===== config.mk =====
export PLATFORM = sky130hd
export DESIGN_NAME = fir_order_scheduler
export DESIGN_NICKNAME = d
export VERILOG_FILES = /design/src/rtl/fir_order_scheduler.sv
export SDC_FILE = /design/constraint.sdc
export NUM_CORES = 2
export LEC_CHECK = 0
export ABC_AREA = 1
export BUFFER_PORTS_ARGS = -buffer_cell sky130_fd_sc_hd__buf_2
export CORE_MARGIN = 10
export CORE_UTILIZATION = 62
export CTS_BUF_LIST = sky130_fd_sc_hd__clkbuf_8 sky130_fd_sc_hd__clkbuf_16
export CTS_CLUSTER_DIAMETER = 50
export DETAILED_ROUTE_END_ITERATION = 10
export PLACE_DENSITY = 0.81
export REMOVE_ABC_BUFFERS = 1
export SYNTH_ARGS = -nofsm -noshare
export SYNTH_HDL_FRONTEND = slang
export SYNTH_SLANG_ARGS = --single-unit

===== constraint.sdc =====
create_clock -name iClock -period 22.9 [get_ports iClock]
set_input_delay 6.87 -clock iClock [delete_from_list [all_inputs] [get_ports iClock]]
set_output_delay 6.87 -clock iClock [all_outputs]
set_load 0.005 [all_outputs]

===== src/rtl/fir_order_scheduler.sv =====
// Candidate-cost collector and sequencer around a 15-way, 4-stage pipelined
// minimum unit; reports the winning slot index and its cost once per block.
module fir_order_scheduler #(
    parameter int COST_W  = 31,
    parameter int NCAND   = 15,
    parameter int CMP_LAT = 4
) (
    input  logic              iClock,
    input  logic              iReset,
    input  logic              iStart,
    input  logic              iValid,
    input  logic [3:0]        iIndex,
    input  logic [COST_W-1:0] iCost,
    output logic              oReady,
    input  logic              iFinish,
    output logic              oBusy,
    output logic              oDone,
    output logic [3:0]        oBestIndex,
    output logic [COST_W-1:0] oBestCost,
    output logic              oEmpty,
    output logic              oError
);

    localparam int CW = COST_W + 4;
    localparam logic [NCAND-1:0] MASK_FULL = {NCAND{1'b1}};
    localparam logic [NCAND-1:0] MASK_ONE  = {{(NCAND-1){1'b0}}, 1'b1};

    typedef enum logic [2:0] {
        ST_IDLE    = 3'd0,
        ST_COLLECT = 3'd1,
        ST_FLUSH   = 3'd2,
        ST_CAPTURE = 3'd3,
        ST_DONE    = 3'd4
    } state_t;

    state_t            state_r;
    state_t            state_s;
    logic [COST_W-1:0] slot_r [0:NCAND-1];
    logic [NCAND-1:0]  mask_r;
    logic [NCAND-1:0]  mask_s;
    logic              err_r;
    logic [1:0]        cnt_r;
    logic              start_s;
    logic              accept_s;
    logic              bad_s;
    logic              en_s;
    logic              ready_s;
    logic              busy_s;
    logic              done_s;
    logic [CW-1:0]     cand_s [0:NCAND-1];
    logic [CW-1:0]     s1_r [0:7];
    logic [CW-1:0]     s2_r [0:3];
    logic [CW-1:0]     s3_r [0:1];
    logic [CW-1:0]     s4_r;

    // Entries are {cost, index}; ties go to the right operand, which always
    // carries the higher indices, so equal costs resolve to the highest slot.
    function automatic logic [CW-1:0] pick_min(input logic [CW-1:0] lo,
                                               input logic [CW-1:0] hi);
        if (lo[CW-1:4] < hi[CW-1:4]) begin
            pick_min = lo;
        end else begin
            pick_min = hi;
        end
    endfunction

    // Input qualification and the mask as it will look after this cycle.
    always_comb begin
        start_s  = iStart && ((state_r == ST_IDLE) || (state_r == ST_COLLECT));
        accept_s = (state_r == ST_COLLECT) && !iStart && iValid && (iIndex <= 4'd14);
        bad_s    = (state_r == ST_COLLECT) && !iStart && iValid && (iIndex > 4'd14);
        en_s     = (state_r == ST_FLUSH);
        if (accept_s) begin
            mask_s = mask_r | (MASK_ONE << iIndex);
        end else begin
            mask_s = mask_r;
        end
    end

    // State register.
    always_ff @(posedge iClock) begin
        if (iReset) begin
            state_r <= ST_IDLE;
        end else begin
            state_r <= state_s;
        end
    end

    // Next-state logic.
    always_comb begin
        state_s = state_r;
        case (state_r)
            ST_IDLE: begin
                if (iStart) state_s = ST_COLLECT;
                else        state_s = ST_IDLE;
            end
            ST_COLLECT: begin
                if (iStart)                                 state_s = ST_COLLECT;
                else if (iFinish || (mask_s == MASK_FULL))  state_s = ST_FLUSH;
                else                                        state_s = ST_COLLECT;
            end
            ST_FLUSH: begin
                if (cnt_r == 2'd0) state_s = ST_CAPTURE;
                else               state_s = ST_FLUSH;
            end
            ST_CAPTURE: state_s = ST_DONE;
            ST_DONE:    state_s = ST_IDLE;
            default:    state_s = ST_IDLE;
        endcase
    end

    // Output decode from the next state so the status flags are registered.
    always_comb begin
        ready_s = 1'b0;
        busy_s  = 1'b0;
        done_s  = 1'b0;
        case (state_s)
            ST_COLLECT: ready_s = 1'b1;
            ST_FLUSH:   busy_s  = 1'b1;
            ST_CAPTURE: busy_s  = 1'b1;
            ST_DONE:    done_s  = 1'b1;
            default: begin
                ready_s = 1'b0;
                busy_s  = 1'b0;
                done_s  = 1'b0;
            end
        endcase
    end

    // Slot storage, received mask and sticky bad-index flag.
    always_ff @(posedge iClock) begin
        if (iReset || start_s) begin
            for (int i = 0; i < NCAND; i++) slot_r[i] <= {COST_W{1'b1}};
            mask_r <= {NCAND{1'b0}};
            err_r  <= 1'b0;
        end else begin
            for (int i = 0; i < NCAND; i++) begin
                if (accept_s && (iIndex == 4'(i))) slot_r[i] <= iCost;
            end
            mask_r <= mask_s;
            if (bad_s) err_r <= 1'b1;
        end
    end

    // FLUSH length counter: reloads outside FLUSH, counts down inside it.
    always_ff @(posedge iClock) begin
        if (iReset) begin
            cnt_r <= 2'd0;
        end else if (state_r == ST_FLUSH) begin
            cnt_r <= cnt_r - 2'd1;
        end else begin
            cnt_r <= 2'(CMP_LAT - 1);
        end
    end

    // Tag each slot with its index for the minimum tree.
    always_comb begin
        for (int i = 0; i < NCAND; i++) cand_s[i] = {slot_r[i], 4'(i)};
    end

    // Four enabled reduction stages: 15 -> 8 -> 4 -> 2 -> 1.
    always_ff @(posedge iClock) begin
        if (iReset) begin
            for (int i = 0; i < 8; i++) s1_r[i] <= {CW{1'b0}};
            for (int i = 0; i < 4; i++) s2_r[i] <= {CW{1'b0}};
            for (int i = 0; i < 2; i++) s3_r[i] <= {CW{1'b0}};
            s4_r <= {CW{1'b0}};
        end else if (en_s) begin
            for (int i = 0; i < 7; i++) s1_r[i] <= pick_min(cand_s[2*i], cand_s[2*i+1]);
            s1_r[7] <= cand_s[14];
            for (int i = 0; i < 4; i++) s2_r[i] <= pick_min(s1_r[2*i], s1_r[2*i+1]);
            for (int i = 0; i < 2; i++) s3_r[i] <= pick_min(s2_r[2*i], s2_r[2*i+1]);
            s4_r <= pick_min(s3_r[0], s3_r[1]);
        end
    end

    // Registered outputs; the result holds from CAPTURE until the next one.
    always_ff @(posedge iClock) begin
        if (iReset) begin
            oReady     <= 1'b0;
            oBusy      <= 1'b0;
            oDone      <= 1'b0;
            oBestIndex <= 4'd0;
            oBestCost  <= {COST_W{1'b0}};
            oEmpty     <= 1'b0;
        end else begin
            oReady <= ready_s;
            oBusy  <= busy_s;
            oDone  <= done_s;
            if (state_r == ST_CAPTURE) begin
                oBestIndex <= s4_r[3:0];
                oBestCost  <= s4_r[CW-1:4];
                oEmpty     <= (mask_r == {NCAND{1'b0}});
            end
        end
    end

    assign oError = err_r;

endmodule


==> run metrics <==
outcome=finished clean; Fin. Hold Viols=0; type of origin of the critical path=input pin; global route hottest layer=met2; worst slew pin tran=1.40 ns; Num CTS Buffers=111; Mapped Cells=5103; # placed instances=6065; Final Cycle Share=44.6%; fin crit period=10.22 ns; Post-CTS Resized=0; r2r startpoint=slot_r[0][29]; PortBufs=79; # IOs=80; vias in the first global route=36200; Layout Skew=0.0322 ns; nets=5569; Iter 0 DRT Violations=5699; CP Launch Point=iReset; vias after detailed routing=38100; Max IR drop VDD=63.9 uV; r2r worst-path depth=9; Rel. slew slack=6.77%; initial antenna violation count=9; clock-pin slew on the worst setup and hold paths=0.06 ns; first-pass GRT wire length=208 mm; Worst Hold Class=reg -> reg; number of core rows=105; Syn. warnings=0; met2 Resource Use GR=41.4%; die height=307 um; clock latency on the worst-skew pair=0.69 ns; sequential area share after synthesis=58.4%; fmax=0.0978 GHz; CTS max path bufs=3; global-route track usage on met3=8.45%; Seq cells post-synth=1022; Crit Path Max Fanout=176; layout cells sized above 1=6.84%; CP arrival=10.50 ns; post-synthesis area per instance=9.98 um2; Worst R2R End=s1_r[0][22]; Placed Area=52200 um2; GRT Total Usage=28.6%; Routed WL per cell=21.9 um; CTS Root Buffer Type=clkbuf_16; post-route ant nets=0; CTS Hold Bufs=0; Power Dens Cells=77.0 nW/um2; count of cell types in the netlist=38; Initial Util=62.3%; Overflow after GRT=0; Finished Core Util=68.5%; worst path required time=23.18 ns; leakage=24.3 nW; nature of the critical path endpoint=flip-flop; critical path class=in -> reg; area of the core=81700 um2; # DRC=0; fin area=55900 um2; Hold Crit Depth=1; Routed WL=137 mm; HPWL Detailed=91.4 mm; Die Footprint=94000 um2; Final Max Slew Viols=0; DR vias/cell=6.07; Synth Cell Area=50900 um2; H-tree depth=3; largest net degree at the start of global routing=177; MaxCap Viol Count=0; most common cell after layout, fill and taps aside=nand2_1; WHS=0.438 ns; commonest non-fill, non-tap cells in the layout=nand2_1 (1024), edfxtp_1 (926), inv_1 (645), a21oi_1 (566), ha_1 (421); hold_sp=cnt_r[0]; non-filler cells, final=6273; CTS tree=done; M1 GR Usage=40.0%; RSZ-0062 raised after global routing=no; # Post-CTS Setup Buffers=0; Pre-antenna DRT Iters=7; gpl congestion=0.924; FF-to-FF setup slack=18.52 ns; CTS Sinks=1022; final setup vio count=0; Die X=307 um; area delta synth->final=9.87%; Hold Path Sink=cnt_r[0]
==> layout make-up <==
type                            count  area, um2
Antenna cell                        1       2.50
Clock buffer                      121       2960
Clock inverter                     86        743
Fill cell                        5722      25800
Inverter                          621       2340
Multi-Input combinational cell   3197      17900
Sequential cell                  1022      29700
Tap cell                         1070       1340
Timing Repair Buffer              155        978
==> critical path, stage by stage <==
cell and delay (ns):
buf_2 0.08, buf_4 0.50, inv_2 0.04, buf_4 0.39
nand2_4 0.68, buf_12 0.71, buf_4 0.98
==> metal layers <==
| metal | vias to the layer above | share of wire (%) |
|---|---|---|
| met5 | - | 0.040 |
| met4 | 6 | 4.1 |
| met3 | 309 | 16 |
| met2 | 2564 | 42 |
| met1 | 17700 | 38 |
| li1 | 17500 | - |
==> flip-flops by register name, indices dropped and copies added (netlist names) <==
signal,cells
oEmpty,1
mask_r,15
oBestCost,31
oBusy,1
s2_r,135
state_r,3
cnt_r,2
s1_r,258
s4_r,35
oDone,1
slot_r,465
oBestIndex,4
oError,1
s3_r,69
oReady,1
==> per-stage QoR <==
step                      setup WS, ns  power, mW  setup TNS [ns]
after global routing             12.44       4.42               0
final                            12.68       4.31               0
after floorplan                 -0.607       2.42          -20.46
after detailed placement         12.04       2.54               0
after CTS                        12.72       4.30               0
after global placement           12.08       2.52               0
==> cells by family after synthesis <==
logic type | share of synthesized area [%]
flip-flops | 58.4
adder cells (fa/ha/maj) | 10.3
buffers and inverters | 6.77
AO/OA/AOI/OAI | 8.49
AND/OR/NAND/NOR | 16.0
==> worst max path at each step <==
stage,end,slack (ns)
2_1_floorplan,s4_r[0],-0.61
3_3_place_gp,s2_r[1][22],12.08
3_5_place_dp,s1_r[0][130],12.04
4_1_cts,s2_r[0][7],12.72
5_1_grt,s2_r[0][10],12.44
6_report,s2_r[0][14],12.68
==> power by group <==
part           internal (mW)  switching (mW)
Clock                   1.04           0.749
Sequential              2.10          0.0488
Combinational         0.0998           0.261
==> Yosys cell counts, drive strengths merged <==
master	number	area share, %
and2	1	0.012
ha	421	10
a211oi	2	0.029
nand4	59	0.72
a31oi	3	0.037
clkinv	3	0.022
dfxtp	96	3.8
a21oi	577	5.7
o21a	12	0.18
nand2	1028	7.6
o211ai	14	0.21
a31o	1	0.017
o21bai	2	0.029
inv	618	4.6
edfxtp	926	55
nor4	7	0.098
buf	92	0.93
o221ai	11	0.19
clkbuf	171	1.3
o31ai	2	0.029
o21ai	203	2.0
nor3	31	0.30
nand3b	30	0.44
nor2	389	2.9
o2111ai	5	0.086
nand3	398	3.9
nor4b	1	0.029
No activity file was read; power rests on OpenSTA's default activity.
